`src/rtl/ps2_host_transmitter.sv`:
```
// ps2_host_transmitter
// Sends one command byte from the host to a PS/2 device. It uses the
// request-to-send handshake, odd parity, a stop bit and a device acknowledge.
// The clock and data pins are shared with a receive path, and both are
// open-drain. The *_drive_low outputs pull a pin low. Otherwise the pin is released.
module ps2_host_transmitter #(
    parameter int INHIBIT_CYCLES = 5000,
    parameter int TIMEOUT_CYCLES = 1000000
) (
    input  logic       Clock_50,
    input  logic       Resetn,
    input  logic [7:0] tx_data,
    input  logic       tx_start,
    output logic       tx_busy,
    output logic       tx_done,
    output logic       tx_error,
    input  logic       PS2_clock,
    input  logic       PS2_data,
    output logic       PS2_clock_drive_low,
    output logic       PS2_data_drive_low
);

    localparam int MAX_CYCLES = (INHIBIT_CYCLES > TIMEOUT_CYCLES) ? INHIBIT_CYCLES : TIMEOUT_CYCLES;
    localparam int CNT_W      = $clog2(MAX_CYCLES) + 1;

    localparam logic [CNT_W-1:0] INHIBIT_LAST = CNT_W'(INHIBIT_CYCLES - 1);
    localparam logic [CNT_W-1:0] TIMEOUT_LAST = CNT_W'(TIMEOUT_CYCLES - 1);
    localparam logic [CNT_W-1:0] CNT_MAX      = '1;

    typedef enum logic [2:0] {
        S_IDLE      = 3'd0,
        S_INHIBIT   = 3'd1,
        S_REQUEST   = 3'd2,
        S_SEND      = 3'd3,
        S_ACK       = 3'd4,
        S_WAIT_IDLE = 3'd5
    } state_t;

    state_t           r_state;
    logic [CNT_W-1:0] r_cnt;
    logic [3:0]       r_bit_cnt;
    logic [8:0]       r_frame;      // {parity, data}; shifted LSB first
    logic             r_ack_ok;
    logic             r_busy;
    logic             r_done;
    logic             r_error;
    logic             r_clk_low;
    logic             r_data_low;

    logic             r_clk_s1;
    logic             r_clk_s2;
    logic             r_clk_prev;
    logic             r_dat_s1;
    logic             r_dat_s2;

    logic             w_fall;
    logic [CNT_W-1:0] w_cnt_inc;

    // The pins are asynchronous to Clock_50. The previous synchronized clock
    // level is kept so that falling edges can be detected.
    always_ff @(posedge Clock_50 or negedge Resetn) begin
        if (!Resetn) begin
            r_clk_s1   <= 1'b0;
            r_clk_s2   <= 1'b0;
            r_clk_prev <= 1'b0;
            r_dat_s1   <= 1'b0;
            r_dat_s2   <= 1'b0;
        end else begin
            // NOTE: the logic reads only the second stage. The first stage may go metastable.
            r_clk_s1   <= PS2_clock;
            r_clk_s2   <= r_clk_s1;
            r_clk_prev <= r_clk_s2;
            r_dat_s1   <= PS2_data;
            r_dat_s2   <= r_dat_s1;
        end
    end

    assign w_fall    = r_clk_prev & ~r_clk_s2;
    // The shared counter saturates, so a stalled device can never wrap it back to zero.
    assign w_cnt_inc = (r_cnt == CNT_MAX) ? r_cnt : r_cnt + CNT_W'(1);

    // Transmit FSM. It runs the handshake, shifts out the frame and registers every output.
    always_ff @(posedge Clock_50 or negedge Resetn) begin
        if (!Resetn) begin
            r_state    <= S_IDLE;
            r_cnt      <= '0;
            r_bit_cnt  <= '0;
            r_frame    <= '0;
            r_ack_ok   <= 1'b0;
            r_busy     <= 1'b0;
            r_done     <= 1'b0;
            r_error    <= 1'b0;
            r_clk_low  <= 1'b0;
            r_data_low <= 1'b0;
        end else begin
            // NOTE: non-blocking throughout. Every branch reads the pre-edge values.
            r_done  <= 1'b0;
            r_error <= 1'b0;

            case (r_state)
                S_IDLE: begin
                    r_clk_low  <= 1'b0;
                    r_data_low <= 1'b0;
                    r_busy     <= 1'b0;
                    if (tx_start && !r_busy) begin
                        r_frame   <= {~^tx_data, tx_data};
                        r_busy    <= 1'b1;
                        r_clk_low <= 1'b1;
                        r_cnt     <= '0;
                        r_state   <= S_INHIBIT;
                    end
                end

                S_INHIBIT: begin
                    r_cnt <= w_cnt_inc;
                    if (r_cnt == INHIBIT_LAST) begin
                        r_data_low <= 1'b1;    // start bit
                        r_state    <= S_REQUEST;
                    end
                end

                S_REQUEST: begin
                    r_clk_low <= 1'b0;         // the device now drives the clock
                    r_bit_cnt <= '0;
                    r_cnt     <= '0;
                    r_state   <= S_SEND;
                end

                S_SEND: begin
                    r_cnt <= w_cnt_inc;
                    if (r_cnt == TIMEOUT_LAST) begin
                        r_clk_low  <= 1'b0;
                        r_data_low <= 1'b0;
                        r_error    <= 1'b1;
                        r_busy     <= 1'b0;
                        r_state    <= S_IDLE;
                    end else if (w_fall) begin
                        // Edges 1-9 send data then parity. A 1 is shifted in behind
                        // them, so edge 10 releases the line for the stop bit.
                        r_data_low <= ~r_frame[0];
                        r_frame    <= {1'b1, r_frame[8:1]};
                        r_bit_cnt  <= r_bit_cnt + 4'd1;
                        if (r_bit_cnt == 4'd9) begin
                            r_state <= S_ACK;
                        end
                    end
                end

                S_ACK: begin
                    r_cnt <= w_cnt_inc;
                    if (r_cnt == TIMEOUT_LAST) begin
                        r_clk_low  <= 1'b0;
                        r_data_low <= 1'b0;
                        r_error    <= 1'b1;
                        r_busy     <= 1'b0;
                        r_state    <= S_IDLE;
                    end else if (w_fall) begin
                        r_ack_ok <= ~r_dat_s2;
                        r_state  <= S_WAIT_IDLE;
                    end
                end

                S_WAIT_IDLE: begin
                    r_cnt <= w_cnt_inc;
                    if (r_cnt == TIMEOUT_LAST) begin
                        r_clk_low  <= 1'b0;
                        r_data_low <= 1'b0;
                        r_error    <= 1'b1;
                        r_busy     <= 1'b0;
                        r_state    <= S_IDLE;
                    end else if (r_clk_s2 && r_dat_s2) begin
                        r_done  <= r_ack_ok;
                        r_error <= ~r_ack_ok;
                        r_busy  <= 1'b0;
                        r_state <= S_IDLE;
                    end
                end

                // NOTE: the explicit default returns unused encodings to a safe, released idle state.
                default: begin
                    r_clk_low  <= 1'b0;
                    r_data_low <= 1'b0;
                    r_busy     <= 1'b0;
                    r_state    <= S_IDLE;
                end
            endcase
        end
    end

    assign tx_busy             = r_busy;
    assign tx_done             = r_done;
    assign tx_error            = r_error;
    assign PS2_clock_drive_low = r_clk_low;
    assign PS2_data_drive_low  = r_data_low;

endmodule

```
`config.mk`:
```
export PLATFORM = sky130hd
export DESIGN_NAME = ps2_host_transmitter
export DESIGN_NICKNAME = d
export VERILOG_FILES = /design/src/rtl/ps2_host_transmitter.sv
export SDC_FILE = /design/constraint.sdc
export NUM_CORES = 1
export LEC_CHECK = 0
export CORE_MARGIN = 2
export CORE_UTILIZATION = 53
export CTS_CLUSTER_SIZE = 25
export DETAILED_ROUTE_END_ITERATION = 16
export GPL_TIMING_DRIVEN = 0
export PLACE_DENSITY_LB_ADDON = 0.12
export SLEW_MARGIN = 20
export SYNTH_ARGS = -nofsm -noshare
export SYNTH_HDL_FRONTEND = slang
export SYNTH_SLANG_ARGS = --single-unit
export TNS_END_PERCENT = 50
```
`constraint.sdc`:
```
create_clock -name Clock_50 -period 1.82 [get_ports Clock_50]
set_input_delay 0.364 -clock Clock_50 [delete_from_list [all_inputs] [get_ports Clock_50]]
set_output_delay 0.364 -clock Clock_50 [all_outputs]
set_load 0.05 [all_outputs]
```
; ---- Word-level counts from Yosys, hierarchy flattened
; Cells that the tools add are included.
[totals]
reg_bits = 48
elab_cells = 105
[op_classes]
addsub = 2
n_eq_ne = 21
n_mux = 37
n_bitwise = 9
n_reduce_logical = 21
[ops]
columns = cell, count
row1 = 21-bit one-hot mux with 3 select lines, 1
row2 = 21-bit 2-to-1 mux, 2
row3 = 3-bit 2-to-1 mux, 9
row4 = 9-bit 2-to-1 mux, 3
row5 = "21-bit by 1-bit adder with 21-bit output, second input constant", 1
row6 = "21-bit by 13-bit equality test with 1-bit output, second input constant", 1
row7 = "21-bit by 20-bit equality test with 1-bit output, second input constant", 1
row8 = "21-bit equality test, second input constant", 1
row9 = 3-bit one-hot mux with 6 select lines, 1
row10 = 9-bit one-hot mux with 2 select lines, 1
row11 = 1-bit 2-to-1 mux, 13
row12 = "3-bit inequality test, second input constant", 4
row13 = 3-bit AND reduction, 4
row14 = "2-bit inequality test, second input constant", 5
row15 = 4-bit 2-to-1 mux, 2
row16 = 1-bit NOT, 8
row17 = 1-bit one-hot mux with 4 select lines, 2
row18 = 4-bit one-hot mux with 2 select lines, 1
row19 = 4-bit AND reduction, 2
row20 = 8-bit XNOR reduction, 1
row21 = "3-bit by 2-bit equality test with 1-bit output, second input constant", 2
row22 = "3-bit equality test, second input constant", 2
row23 = "2-bit by 1-bit inequality test with 1-bit output, second input constant", 3
row24 = 6-bit AND reduction, 1
row25 = 15 further kinds, 19

; ---- Logic depth before layout (Yosys ltp)
; Gate-level depths: netlist of run 1.
[depth]
ltp_word = 5
mapped_depth = 7

; ---- Worst setup path before layout of run 1
; No wires, ideal clock.
[synth_path]
path_type = reg-to-reg
startpoint = register r_busy (netlist: tx_busy)
endpoint = register r_frame[0]
setup_time_ns = 0.125
t_arrival_ns = 1.739
path_slack_ns = -0.044
path_stages_with_launch = 5
n_path_buf = 0
synth_period_minus_slack_ns = 1.864
path_cell_list = dfrtp_1 > nand2b_1 > or2b_1 > a22oi_4 > mux2_2
[synth_via]
elab_chain_len = 4
[synth_lines]
columns = element, line_no
row1 = start: declaration, 44  ; logic r_busy;
row2 = start signal: assignment, 90  ; r_busy <= 1'b0;
row3 = start signal: assignment, 104  ; r_busy <= 1'b0;
row4 = start signal: assignment, 107  ; r_busy <= 1'b1;
row5 = 1-bit zero test, 105  ; if (tx_start && !r_busy) begin
row6 = 1-bit logical AND, 105
row7 = 2-bit inequality test (no line), n/a
row8 = 4-bit AND reduction (no line), n/a
row9 = end signal: assignment, 106  ; r_frame <= {~^tx_data, tx_data};
row10 = end signal: assignment, 141  ; r_frame <= {1'b1, r_frame[8:1]};
row11 = end: declaration, 42  ; logic [8:0] r_frame;
; No other way between the ends.
; A chain may end at the register's enable or synchronous reset.

; ---- Worst setup path in the final report of run 1
[layout_path]
startpoint = register r_cnt[11]
endpoint = register r_cnt[4]
[layout_via]
elab_chain_len = 3
[layout_lines]
columns = element, line_no
row1 = start: declaration, 40  ; logic [CNT_W-1:0] r_cnt;
row2 = start signal: assignment, 115  ; r_cnt <= w_cnt_inc;
row3 = start signal: assignment, 130  ; r_cnt <= w_cnt_inc;
row4 = start signal: assignment, 150  ; r_cnt <= w_cnt_inc;
row5 = 21-bit equality test, 80  ; assign w_cnt_inc = (r_cnt == CNT_MAX) ? r_cnt : r_cnt + CNT_W'(1);
row6 = 2-bit inequality test (no line), n/a
row7 = 3-bit AND reduction (no line), n/a
; No other way between the ends.

==> impl_metrics.tcl, run 1 <==
set metrics [dict create \
    status "complete, but fails checks" \
    violations "negative setup slack" \
    ctsRootBufferMaster "clkbuf_8" \
    clk_pin_slew_ps 90 \
    reg2reg_depth 5 \
    crit-reg2reg-launch "r_cnt[11]" \
    arrival_ps 2070 \
    synthTopCellsByCount "nand2_1, dfrtp_1, nor2_1, o21ai_0, nand3_1" \
    max-cap-violations 0 \
    power.leakage_nw 1.562 \
    hold_viol 0 \
    cts_hold_buffers 0 \
    ys_seq_area_frac 0.4465 \
    io_buffers 17 \
    path_max_fanout 8 \
    hpwlAfterDp_um 4394 \
    gr-total-overflow 0 \
    grt_max_degree 26 \
    gp_congestion 0.9619 \
    finalPower_mw 4.637 \
    skew_ps 9.605 \
    synth_edf_count 0 \
    wl_per_cell_um 16.90 \
    vdd_ir_drop_max_uv 736.2 \
    track_usage 0.2544 \
    final.min_clock_period_ps 1866 \
    clock_latency_ps 300 \
    relSlewSlack 0.6158 \
    tightest_slew_ps 576.3 \
    initial_utilization 0.5584 \
    rsz0062_at_grt "yes" \
    drt-pass1-iter-count 4 \
    drt-total-wl_um 6944 \
    fillers 379 \
    worstPathRequired_ps 2030 \
    r2r-end "r_cnt[4]" \
    final_nets 359 \
    avgViaCountPerCell 6.061 \
    numCtsBuffers 5 \
    cts_tree "yes" \
    syn_area_um2 2690 \
    drive_above_1_share 0.2820 \
    h-tree-depth 2 \
    synth_top_area_frac 0.4465 \
    period_share 1.025 \
    n_antenna_cell 0 \
    row_count 25 \
    fmax_mhz 536.0 \
    syn_area_per_cell_um2 9.058 \
    slew_violations 0 \
    grt_pass1_wl_um 10780 \
    ys_seq_elements 48 \
    setup_tns_ps -216.0 \
    ys.flop_type "dfrtp_1" \
    ys_types 57 \
    die_w_um 75.25 \
    drcViolationCount 0 \
    clock-sinks 48 \
    synth_warnings 0 \
    fin_ws_ps -45.51 \
    synth_fp_nets 313 \
    dp.cells 382 \
    synthTopCellsByArea "dfrtp_1, nand2_1, o21ai_0" \
    yosysMostFrequentCell "nand2_1" \
    io_pins 18 \
    grt_pass1_vias 2340 \
    postRouteAntennaNets 0 \
    stdcell_count 411 \
    reg2reg_slack_ps -50 \
    powerDensity_nw_per_um2 1330 \
    antenna_found_initial 0 \
    vias 2491 \
    setup-violations-final 15 \
    cts.path.max_buffers 2 \
    drtIter0Drc 343 \
    core_region_area_um2 4817 \
    post-place-ws_ps -269.0 \
    hold_path_class "in2async" \
    die_h_um 75.25 \
    crit_type "reg2reg" \
    syn_to_final_growth_pct 29.63 \
    syn_inst 297 \
    synth-async-reset-ratio 1.000 \
    yosysTopAreaCell "dfrtp_1" \
    die_area_um2 5662 \
    startpoint_type "register" \
    end_kind "register" \
]
## worst max-delay path by stage
stage	start	to	slack, ps	cells past startpoint
after global routing	r_cnt[11]	r_cnt[4]	-130	5
final	r_cnt[11]	r_cnt[4]	-50	5
after detailed placement	tx_start	r_frame[3]	-270	5
after global placement	Resetn	tx_busy	-1140	1
after floorplan	r_cnt[0]	r_frame[0]	10	6
after CTS	r_cnt[7]	r_state[1]	0.2	6
## registers in the layout, summed over array words and instances (netlist names), 3 cells and up
name,flops
r_frame,9
r_bit_cnt,4
r_state,3
r_cnt,21
## cell families after synthesis
group | synth area share
xor gates and xnor gates | 0.02279
adders and majority gates | 0.01395
buffers and inverters | 0.03441
DFF | 0.4465
and+or+nand+nor | 0.2567
AOI/OAI and AO/OA | 0.1693
muxes | 0.05628
## where the power goes
group	internal [mW]	leakage [nW]	switching, mW	total, mW
sequential	1.37	0.611	0.315	1.69
clock	0.308	0.0434	0.369	0.676
combinational	0.956	0.907	1.31	2.27
total	2.64	1.56	2.00	4.64
## repair_timing
action / 4_1_cts / 5_1_grt
buffers inserted: 13 / 6
cloned: 1 / 1
pin swaps: 12 / 24
resized for setup: 35 / 43
setup endpoints to repair: 40 / 43
## worst max-delay path, stage by stage, from the launching register on
cell and delay, ps:
dfrtp_1 530, and3_1 250, nand4_1 190, buf_4 200, o31a_1 360, a31oi_1 240
## cell type report
type | instances | area, µm² | share of cell area
plain buffers | 11 | 70.07 | 0.02009
clock buffers | 6 | 82.58 | 0.02368
clock inverters | 2 | 15.01 | 0.004306
inverters | 9 | 33.78 | 0.009688
multi-input cells | 230 | 1648 | 0.4726
flip-flops and latches | 48 | 1206 | 0.3459
well taps | 67 | 83.83 | 0.02404
repair buffers | 38 | 347.8 | 0.09975
## routing by layer
layer,routed length [µm],track usage,vias to the layer above
met5,0,0,-
met3,472,0.04418,23
met1,2835,0.3175,1192
li1,-,-,1165
met2,3420,0.4357,111
met4,215,0.1092,0
## metrics by stage
stage	area, µm²	hold WS [ps]	util
after floorplan	2696	68.41	-
after global placement	2950	331.8	0.6125
after detailed placement	2973	341.1	0.6171
after CTS	3322	62.77	0.6896
after global routing	3487	71.77	0.7239
final	3487	43.51	0.7239
## placed cells by master, fill, tap and decap left out, drive strengths merged, types with 3 or more instances in the layout
| cell | instances |
|---|---|
| and2 | 3 |
| or4 | 3 |
| mux2 | 9 |
| mux2i | 5 |
| nand2 | 53 |
| nor4 | 4 |
| xnor2 | 5 |
| dfrtp | 48 |
| dlygate4sd2 | 3 |
| nand3 | 15 |
| nand2b | 7 |
| o22ai | 4 |
| inv | 9 |
| buf | 29 |
| nand4 | 9 |
| a31oi | 10 |
| a21oi | 14 |
| clkdlybuf4s50 | 11 |
| clkbuf | 10 |
| ha | 3 |
| nor2 | 21 |
| nor3 | 4 |
| o21ai | 24 |
| a22oi | 3 |
No activity file was read; power rests on OpenSTA's default activity.
==> run 2: changes to the inputs <==
--- a/config.mk
+++ b/config.mk
@@ -11,7 +11,7 @@
 export DETAILED_ROUTE_END_ITERATION = 16
 export GPL_TIMING_DRIVEN = 0
 export PLACE_DENSITY_LB_ADDON = 0.12
-export SLEW_MARGIN = 20
+export SLEW_MARGIN = 40
 export SYNTH_ARGS = -nofsm -noshare
 export SYNTH_HDL_FRONTEND = slang
 export SYNTH_SLANG_ARGS = --single-unit
==> run 2 against run 1 <==
Effect of this change: the flow still finishes with violations (negative setup slack); sequential cell count is the same; global-route usage down 1.0 points; cell count fell by 1.2%; critical path type unchanged; highest routed layer unchanged.
==> impl_metrics.tcl, run 2 (same netlist as run 1, synthesis figures left out) <==
set metrics [dict create \
    worstPathRequired_ps 2020 \
    violations "negative setup slack" \
    hpwlAfterDp_um 4390 \
    tightest_slew_ps 503.2 \
    powerDensity_nw_per_um2 1339 \
    ctsRootBufferMaster "clkbuf_8" \
    relSlewSlack 0.6640 \
    grt_pass1_vias 2266 \
    fin_area_um2 3408 \
    layout_common_cells "nand2_1, dfrtp_1, nor2_1" \
    power.leakage_nw 1.552 \
    clock_latency_ps 310 \
    gr-total-overflow 0 \
    die_h_um 75.25 \
    io_pins 18 \
    io_buffers 17 \
    drtIter0Drc 206 \
    row_count 25 \
    initial_utilization 0.5584 \
    postRouteAntennaNets 0 \
    h-tree-depth 2 \
    n_antenna_cell 0 \
    status "complete, but fails checks" \
    startpoint_type "register" \
    period_share 1.028 \
    rsz0062_at_grt "yes" \
    largestRegisters "r_cnt x21, r_frame x9, r_bit_cnt x4" \
    final_common_cell "nand2_1" \
    hold_path_class "reg2reg" \
    die_area_um2 5662 \
    cts.path.max_buffers 2 \
    post_dp_cell_area_um2 2975 \
    gp_congestion 0.9619 \
    slowest_delay_ps 390 \
    cts_tree "yes" \
    drcViolationCount 0 \
    fmax_mhz 534.5 \
    regMostFlops "r_cnt" \
    skew_ps 10.62 \
    largest_reg_flops 21 \
    end_kind "register" \
    clock-sinks 48 \
    fin_ws_ps -50.96 \
    syn_to_final_growth_pct 26.70 \
    antenna_found_initial 0 \
    clk_pin_slew_ps 90 \
    vdd_ir_drop_max_uv 725.7 \
    core_region_area_um2 4817 \
    avgViaCountPerCell 6.062 \
    cp_slowest_cell "dfrtp_1" \
    drt-total-wl_um 6606 \
    grt_max_degree 26 \
    slew_violations 0 \
    crit_path_cell_trace "buf_2 > nor3_4 > or2b_4 > a22oi_2 > mux2_2" \
    drt-pass1-iter-count 4 \
    drive_above_1_share 0.2537 \
    max-cap-violations 0 \
    arrival_ps 2070 \
    setup-violations-final 4 \
    vias 2461 \
    numCtsBuffers 5 \
    crit_type "reg2reg" \
    final.min_clock_period_ps 1871 \
    track_usage 0.2444 \
    wl_per_cell_um 16.27 \
    final_nets 354 \
    die_w_um 75.25 \
    path_max_fanout 10 \
    grt_pass1_wl_um 10520 \
    hold_viol 0 \
    finalPower_mw 4.564 \
]
run 2: worst paths after layout:
kind | slack [ps] | depth (start not counted) | from | endpoint
worst max-delay path | -50 | 5 | r_state[2] | r_frame[5]
worst min-delay path | 360 | 0 | r_clk_s1 | r_clk_s2
worst max register to register | -50 | 5 | r_state[2] | r_frame[5]
worst min register to register | 360 | 0 | r_clk_s1 | r_clk_s2
max in group asynchronous | 890 | 3 | Resetn | r_cnt[4]
min in group asynchronous | 490 | 2 | Resetn | r_frame[8]
run 2: routing by layer:
| layer | vias up | part of all wire | global-route usage |
|---|---|---|---|
| li1 | 1161 | - | - |
| met5 | - | 0 | 0 |
| met3 | 26 | 0.053 | 0.04284 |
| met1 | 1178 | 0.43 | 0.3135 |
| met4 | 0 | 0.030 | 0.07797 |
| met2 | 96 | 0.49 | 0.4220 |
run 2: area by class of cell:
type | instances | area, µm²
fillers | 382 | 1409
multi-input cells | 230 | 1595
inverters | 9 | 33.78
well taps | 67 | 83.83
repair buffers | 33 | 322.8
clock buffers | 6 | 82.58
flip-flops and latches | 48 | 1206
clock inverters | 2 | 15.01
plain buffers | 11 | 68.82
run 2: worst max-delay path, delay by kind of cell (launching register included):
family                 cells  cell delay, ps
buffers and inverters      1             190
DFF                        1             390
AOI/OAI and AO/OA          1             300
muxes                      1             370
and+or+nand+nor            2             510
run 2: through the flow:
step	hold slack [ps]	util	cells	setup WS (ps)	TNS [ps]
final	357.4	0.7075	406	-50.96	-150.9
after detailed placement	290.2	0.6177	382	-277.8	-6329
after floorplan	68.41	-	297	11.53	0
after global placement	331.8	0.6125	381	-1142	-52690
after CTS	361.7	0.6774	400	-58.00	-135.5
after global routing	366.5	0.7075	406	-101.0	-1369
run 2: power by group:
| part | leakage [nW] | switching [mW] | internal (mW) | total [mW] |
|---|---|---|---|---|
| sequential | 0.611 | 0.304 | 1.37 | 1.68 |
| combinational | 0.897 | 1.26 | 0.944 | 2.21 |
| clock | 0.0434 | 0.371 | 0.308 | 0.679 |
run 2: what timing repair did:
| action | in CTS | in global routing |
|---|---|---|
| buffers inserted | 8 | 5 |
| resized for setup | 29 | 43 |
| setup endpoints to repair | 41 | 42 |
| cloned | 1 | 1 |
| endpoints found under the hold margin | 23 | 0 |
| hold buffers | 1 | 0 |
| pin swaps | 8 | 17 |
